### config.mk
export PLATFORM = sky130hd
export DESIGN_NAME = usb_bit_encoder
export DESIGN_NICKNAME = d
export VERILOG_FILES = /design/src/rtl/usb_bit_encoder.sv
export SDC_FILE = /design/constraint.sdc
export NUM_CORES = 1
export LEC_CHECK = 0
export ABC_AREA = 0
export ABC_CLOCK_PERIOD_IN_PS = 1700
export CORE_MARGIN = 4
export CORE_UTILIZATION = 52
export CTS_CLUSTER_SIZE = 12
export DETAILED_ROUTE_END_ITERATION = 6
export PLACE_DENSITY = 0.79
export RECOVER_POWER = 25
export REMOVE_ABC_BUFFERS = 1
export SLEW_MARGIN = 10
export SYNTH_ARGS = -nofsm -noshare
export SYNTH_HDL_FRONTEND = slang
export SYNTH_SLANG_ARGS = --single-unit
### constraint.sdc
create_clock -name clock -period 1.7 [get_ports clock]
set_input_delay 0.51 -clock clock [delete_from_list [all_inputs] [get_ports clock]]
set_output_delay 0.51 -clock clock [all_outputs]
set_load 0.02 [all_outputs]
### src/rtl/usb_bit_encoder.sv
// -----------------------------------------------------------------------------
// usb_bit_encoder
//
// Line-encoding stage that sits directly after the USB packet sender. It takes
// the raw serial packet stream (one bit per clock, LSB first, starting with
// SYNC), inserts a 0 after every run of STUFF_LIMIT ones, NRZI-encodes the
// result onto DP/DM, and closes every packet with an EOP: EOP_SE0_BITS cycles
// of SE0, then EOP_J_BITS cycles of J. After that the bus is idle at J.
//
// Timing model: the state names the decision being made in the current cycle.
// The bus registers are loaded on the clock edge that ends that cycle, so an
// accepted bit appears on DP/DM one cycle after the edge that accepted it.
// The STUFF cycle therefore shows the last 1 of the run with bit_ready low,
// and the stuffed 0 appears on the bus when that cycle ends.
//
// Ports:
//   clock      in   system clock, one USB bit time per cycle
//   reset      in   asynchronous, active-high reset
//   bit_in     in   raw packet bit
//   bit_valid  in   bit_in is valid this cycle
//   bit_last   in   bit_in is the final bit of the packet
//   bit_ready  out  encoder accepts bit_in this cycle (decoded from state)
//   DP_out     out  D+ line (registered)
//   DM_out     out  D- line (registered)
//   busy       out  packet in progress (state is not IDLE)
//   tx_done    out  one-cycle pulse together with the final EOP J bit
//   underrun   out  one-cycle pulse when bit_valid drops mid-packet
// -----------------------------------------------------------------------------
module usb_bit_encoder #(
   parameter int unsigned STUFF_LIMIT  = 6,
   parameter int unsigned EOP_SE0_BITS = 2,
   parameter int unsigned EOP_J_BITS   = 1
) (
   input  logic clock,
   input  logic reset,
   input  logic bit_in,
   input  logic bit_valid,
   input  logic bit_last,
   output logic bit_ready,
   output logic DP_out,
   output logic DM_out,
   output logic busy,
   output logic tx_done,
   output logic underrun
);

   localparam int unsigned ONES_W   = $clog2(STUFF_LIMIT + 1);
   localparam int unsigned EOP_MAX  = (EOP_SE0_BITS > EOP_J_BITS) ? EOP_SE0_BITS : EOP_J_BITS;
   localparam int unsigned EOP_W    = (EOP_MAX > 1) ? $clog2(EOP_MAX) : 1;

   localparam logic [ONES_W-1:0] ONES_LIMIT = ONES_W'(STUFF_LIMIT);
   localparam logic [EOP_W-1:0]  SE0_LAST   = EOP_W'(EOP_SE0_BITS - 1);
   localparam logic [EOP_W-1:0]  J_LAST     = EOP_W'(EOP_J_BITS - 1);

   typedef enum logic [2:0] {
      ST_IDLE,
      ST_DATA,
      ST_STUFF,
      ST_EOP_SE0,
      ST_EOP_J
   } state_t;

   state_t              r_state,     w_state_nxt;
   logic [ONES_W-1:0]   r_ones_cnt,  w_ones_cnt_nxt;
   logic [EOP_W-1:0]    r_eop_cnt,   w_eop_cnt_nxt;
   logic                r_level,     w_level_nxt;
   logic                r_last_pend, w_last_pend_nxt;
   logic                r_dp,        w_dp_nxt;
   logic                r_dm,        w_dm_nxt;
   logic                r_tx_done,   w_tx_done_nxt;
   logic                r_underrun,  w_underrun_nxt;

   logic                w_ready;
   logic                w_accept;
   logic                w_enc_level;
   logic [ONES_W-1:0]   w_ones_inc;
   logic                w_stuff_hit;

   assign w_ready  = (r_state == ST_IDLE) || (r_state == ST_DATA);
   assign w_accept = bit_valid && w_ready;

   // NRZI: a 0 toggles the line level, a 1 holds it.
   assign w_enc_level = bit_in ? r_level : ~r_level;
   assign w_ones_inc  = bit_in ? (r_ones_cnt + ONES_W'(1)) : '0;
   assign w_stuff_hit = bit_in && (w_ones_inc == ONES_LIMIT);

   // Next-state and next-output logic.
   // NOTE: every signal written here gets a default first, so no path can
   // leave one unassigned and infer a latch.
   always_comb begin
      w_state_nxt     = r_state;
      w_ones_cnt_nxt  = r_ones_cnt;
      w_eop_cnt_nxt   = r_eop_cnt;
      w_level_nxt     = r_level;
      w_last_pend_nxt = r_last_pend;
      w_dp_nxt        = r_dp;
      w_dm_nxt        = r_dm;
      w_tx_done_nxt   = 1'b0;
      w_underrun_nxt  = 1'b0;

      unique case (r_state)
         ST_IDLE, ST_DATA: begin
            // IDLE always holds ones_cnt=0 and level=1, so the same accept
            // path starts a packet correctly.
            if (w_accept) begin
               w_level_nxt    = w_enc_level;
               w_dp_nxt       = w_enc_level;
               w_dm_nxt       = ~w_enc_level;
               w_ones_cnt_nxt = w_ones_inc;
               if (w_stuff_hit) begin
                  w_state_nxt     = ST_STUFF;
                  w_last_pend_nxt = bit_last;
               end else if (bit_last) begin
                  w_state_nxt   = ST_EOP_SE0;
                  w_eop_cnt_nxt = '0;
               end else begin
                  w_state_nxt = ST_DATA;
               end
            end else if (r_state == ST_DATA) begin
               // Sender starved us mid-packet: the line holds its level for
               // this bit time and the packet is closed with a normal EOP.
               w_underrun_nxt = 1'b1;
               w_state_nxt    = ST_EOP_SE0;
               w_eop_cnt_nxt  = '0;
            end
         end

         ST_STUFF: begin
            // Stuffed 0 is NRZI-encoded like data: the level toggles.
            w_level_nxt    = ~r_level;
            w_dp_nxt       = ~r_level;
            w_dm_nxt       = r_level;
            w_ones_cnt_nxt = '0;
            if (r_last_pend) begin
               w_state_nxt     = ST_EOP_SE0;
               w_eop_cnt_nxt   = '0;
               w_last_pend_nxt = 1'b0;
            end else begin
               w_state_nxt = ST_DATA;
            end
         end

         ST_EOP_SE0: begin
            w_dp_nxt = 1'b0;
            w_dm_nxt = 1'b0;
            if (r_eop_cnt == SE0_LAST) begin
               w_state_nxt   = ST_EOP_J;
               w_eop_cnt_nxt = '0;
            end else begin
               w_eop_cnt_nxt = r_eop_cnt + EOP_W'(1);
            end
         end

         ST_EOP_J: begin
            w_dp_nxt = 1'b1;
            w_dm_nxt = 1'b0;
            if (r_eop_cnt == J_LAST) begin
               // Final J bit: re-arm everything for the next packet.
               w_state_nxt     = ST_IDLE;
               w_tx_done_nxt   = 1'b1;
               w_eop_cnt_nxt   = '0;
               w_ones_cnt_nxt  = '0;
               w_level_nxt     = 1'b1;
               w_last_pend_nxt = 1'b0;
            end else begin
               w_eop_cnt_nxt = r_eop_cnt + EOP_W'(1);
            end
         end

         default: begin
            w_state_nxt = ST_IDLE;
         end
      endcase
   end

   // NOTE: sequential state uses non-blocking assignments so every register
   // samples the pre-edge values, independent of statement order.
   always_ff @(posedge clock or posedge reset) begin
      if (reset) begin
         r_state     <= ST_IDLE;
         r_ones_cnt  <= '0;
         r_eop_cnt   <= '0;
         r_level     <= 1'b1;
         r_last_pend <= 1'b0;
         r_dp        <= 1'b1;
         r_dm        <= 1'b0;
         r_tx_done   <= 1'b0;
         r_underrun  <= 1'b0;
      end else begin
         r_state     <= w_state_nxt;
         r_ones_cnt  <= w_ones_cnt_nxt;
         r_eop_cnt   <= w_eop_cnt_nxt;
         r_level     <= w_level_nxt;
         r_last_pend <= w_last_pend_nxt;
         r_dp        <= w_dp_nxt;
         r_dm        <= w_dm_nxt;
         r_tx_done   <= w_tx_done_nxt;
         r_underrun  <= w_underrun_nxt;
      end
   end

   assign bit_ready = w_ready;
   assign DP_out    = r_dp;
   assign DM_out    = r_dm;
   assign busy      = (r_state != ST_IDLE);
   assign tx_done   = r_tx_done;
   assign underrun  = r_underrun;

endmodule

==> metrics <==
critical path required time=1190 ps; Final GP Congestion=0.8573; nets=111; Slew headroom=0.6620; Total GRT Usage=0.1925; most common cell after layout, fill and taps aside=dfrtp_1; HPWL after detailed placement=1240 µm; pwr dens=1691 mW/mm²; CTS H-Tree Depth=1; final setup fails=0; share of cells above drive strength 1=0.2019; Area Growth Syn to Fin=21.81%; largest area contributor in the netlist=dfrtp_1; Post-Syn Instances=87; Hold Path End=DM_out; worst min path class=reg -> reg; TritonCTS clock tree=done; hold_sp=DM_out; # DRC=0; area fraction of the dominant cell type after synthesis=0.3427; status=complete, no violations; synth top area cells=dfrtp_1 34%, dfstp_2 6.5%, buf_6 4.2%; vias in the first global route=672; Routed Antenna Nets=0; initial core utilization=0.5810; max-slew violation count=0; DR vias=710; # diodes=0; clk buf depth=2; IO Pins=11; Worst Max-Slew Pin Slew=506.4 ps; total of max-cap violations=0; fillers=112; Mapped Area=803.3 µm²; Worst R2R End=r_last_pend; commonest non-fill, non-tap cells in the layout=11 x dfrtp_1, 10 x buf_4, 8 x nor2_1; first-pass GRT wire length=2946 µm; core footprint=0.001383 mm²; total power after layout=1.655 mW; count of final hold-check violations=0; Final min period=1695 ps; Worst setup SP type=flip-flop; Tcrit/Tclk final=0.9969; final core occ=0.7077; crit path DAT=1180 ps; critical path fanouts, max=2; ys async rst share=1.000; setup_tns=0 ps; CP cell instances=or3_4 > buf_6; Vias per Instance=5.966; Cell variety after synth=37; Reg-to-Reg Start=r_ones_cnt[0]; DP Area=944.7 µm²; Clock transition at path regs=80 ps; Crit Path Class=reg -> out; Die Ht=47.31 µm; worst skew pair latency=270 ps; prevailing post-synth register cell=dfrtp_1; clock sink count=13; flop2flop setup slack=140 ps; Post-synth EDFFs=0; sequential area share after synthesis=0.4081; hold_buf cts=0; syn avg cell area=9.233 µm²; Reg2Reg Depth=5; final wirelength=1722 µm; crit path max-delay cell type=dfrtp_1; initial antenna violation count=0; Hold Path Stages=1; post-synthesis register bit count=13; RSZ-0062 raised after global routing=true; root buffer cell=clkbuf_4; skew final=3.472 ps; row cnt=13; CP Capture Type=output port; Fmax=590.1 MHz; post-route cell area=978.4 µm²; setup bufs post-CTS=0; Yosys warning count=0; grt ovf=0; DRT iter0 DRCs=21; worst vdd ir=0.9763 mV; largest net degree at the start of global routing=16; Num CTS Buffers=3; Die ar.=0.002238 mm²; DR pass1 iterations=4; leak pwr=0.4584 nW; I/O Buffers=10; Crit path largest cell delay=390 ps; Die Span X=47.31 µm; post-DR wirelength/cell=14.47 µm
[cells by family (layout without fill, tap and decap cells)]
group,Yosys count,after routing,synth area share
and+or+nand+nor,36,36,0.2508
AOI/OAI and AO/OA,23,23,0.1994
DFF,13,13,0.4081
buffers and inverters,10,27,0.07943
xor gates and xnor gates,3,3,0.03272
adders and majority gates,1,1,0.01557
muxes,1,1,0.01402
[state kept, by name, indices dropped and copies added (netlist names)]
register / count
r_ones_cnt: 3
r_state: 3
DM_out: 1
DP_out: 1
r_eop_cnt: 1
r_last_pend: 1
r_level: 1
tx_done: 1
underrun: 1
[cells in the mapped netlist, drive strengths merged, types with 2 or more instances]
library cell,count
o21ai,8
dfrtp,11
o2bb2ai,2
o221a,2
buf,6
nor2,8
inv,3
nand3,2
nor2b,3
nor3,3
nand2b,3
nand2,5
a21oi,3
xor2,2
or2,2
a21o,2
or3,3
dfstp,2
nand3b,2
nor4b,2
[final cells by class]
type | count | area, µm² | area share
Tap cell | 15 | 18.77 | 0.01918
Multi-Input combinational cell | 64 | 416.7 | 0.4258
Sequential cell | 13 | 327.8 | 0.3350
Clock buffer | 4 | 26.28 | 0.02685
Inverter | 3 | 11.26 | 0.01151
Timing Repair Buffer | 20 | 177.7 | 0.1816
[through the flow]
stage	hold slack [ps]	std cells	worst slack, ps
floorplan	385.5	80	188.5
detailed placement	469.6	115	-139.1
CTS	487.3	119	-7.695
global placement	461.6	115	-122.9
finish	488.3	119	5.305
global route	508.3	119	-36.43
[where the power goes]
group	internal, mW	switching (mW)	leakage [nW]
clock	0.0909	0.101	0.0150
sequential	0.439	0.0922	0.163
combinational	0.431	0.501	0.280
[worst max-delay path, delay by kind of cell (launching register included)]
family,cells,cell delay (ps)
DFF,1,390
and+or+nand+nor,1,390
buffers and inverters,1,140
[routing by layer]
layer / global-route usage / wire, µm / share of wire / vias up
met1: 0.2600 / 787 / 0.46 / 336
met4: 0.06630 / 19 / 0.011 / 0
met3: 0.03448 / 98 / 0.057 / 4
li1: - / - / - / 344
met5: 0 / 0 / 0 / -
met2: 0.3075 / 817 / 0.47 / 26
[worst max path at each step]
stage	slack, ps	end	cells after the start	start
floorplan	190	bit_ready	2	r_state[1]
global placement	-120	r_eop_cnt	5	bit_valid
detailed placement	-140	r_eop_cnt	5	bit_valid
CTS	-8	busy	2	r_state[2]
global route	-40	busy	2	r_state[0]
finish	5	busy	2	r_state[0]
[what timing repair did]
action / 4_1_cts / 5_1_grt
pin swaps: 0 / 2
cloned: 0 / 0
setup endpoints to repair: 5 / 4
gates resized for setup: 14 / 5
Power figures use the tool's default switching activity.
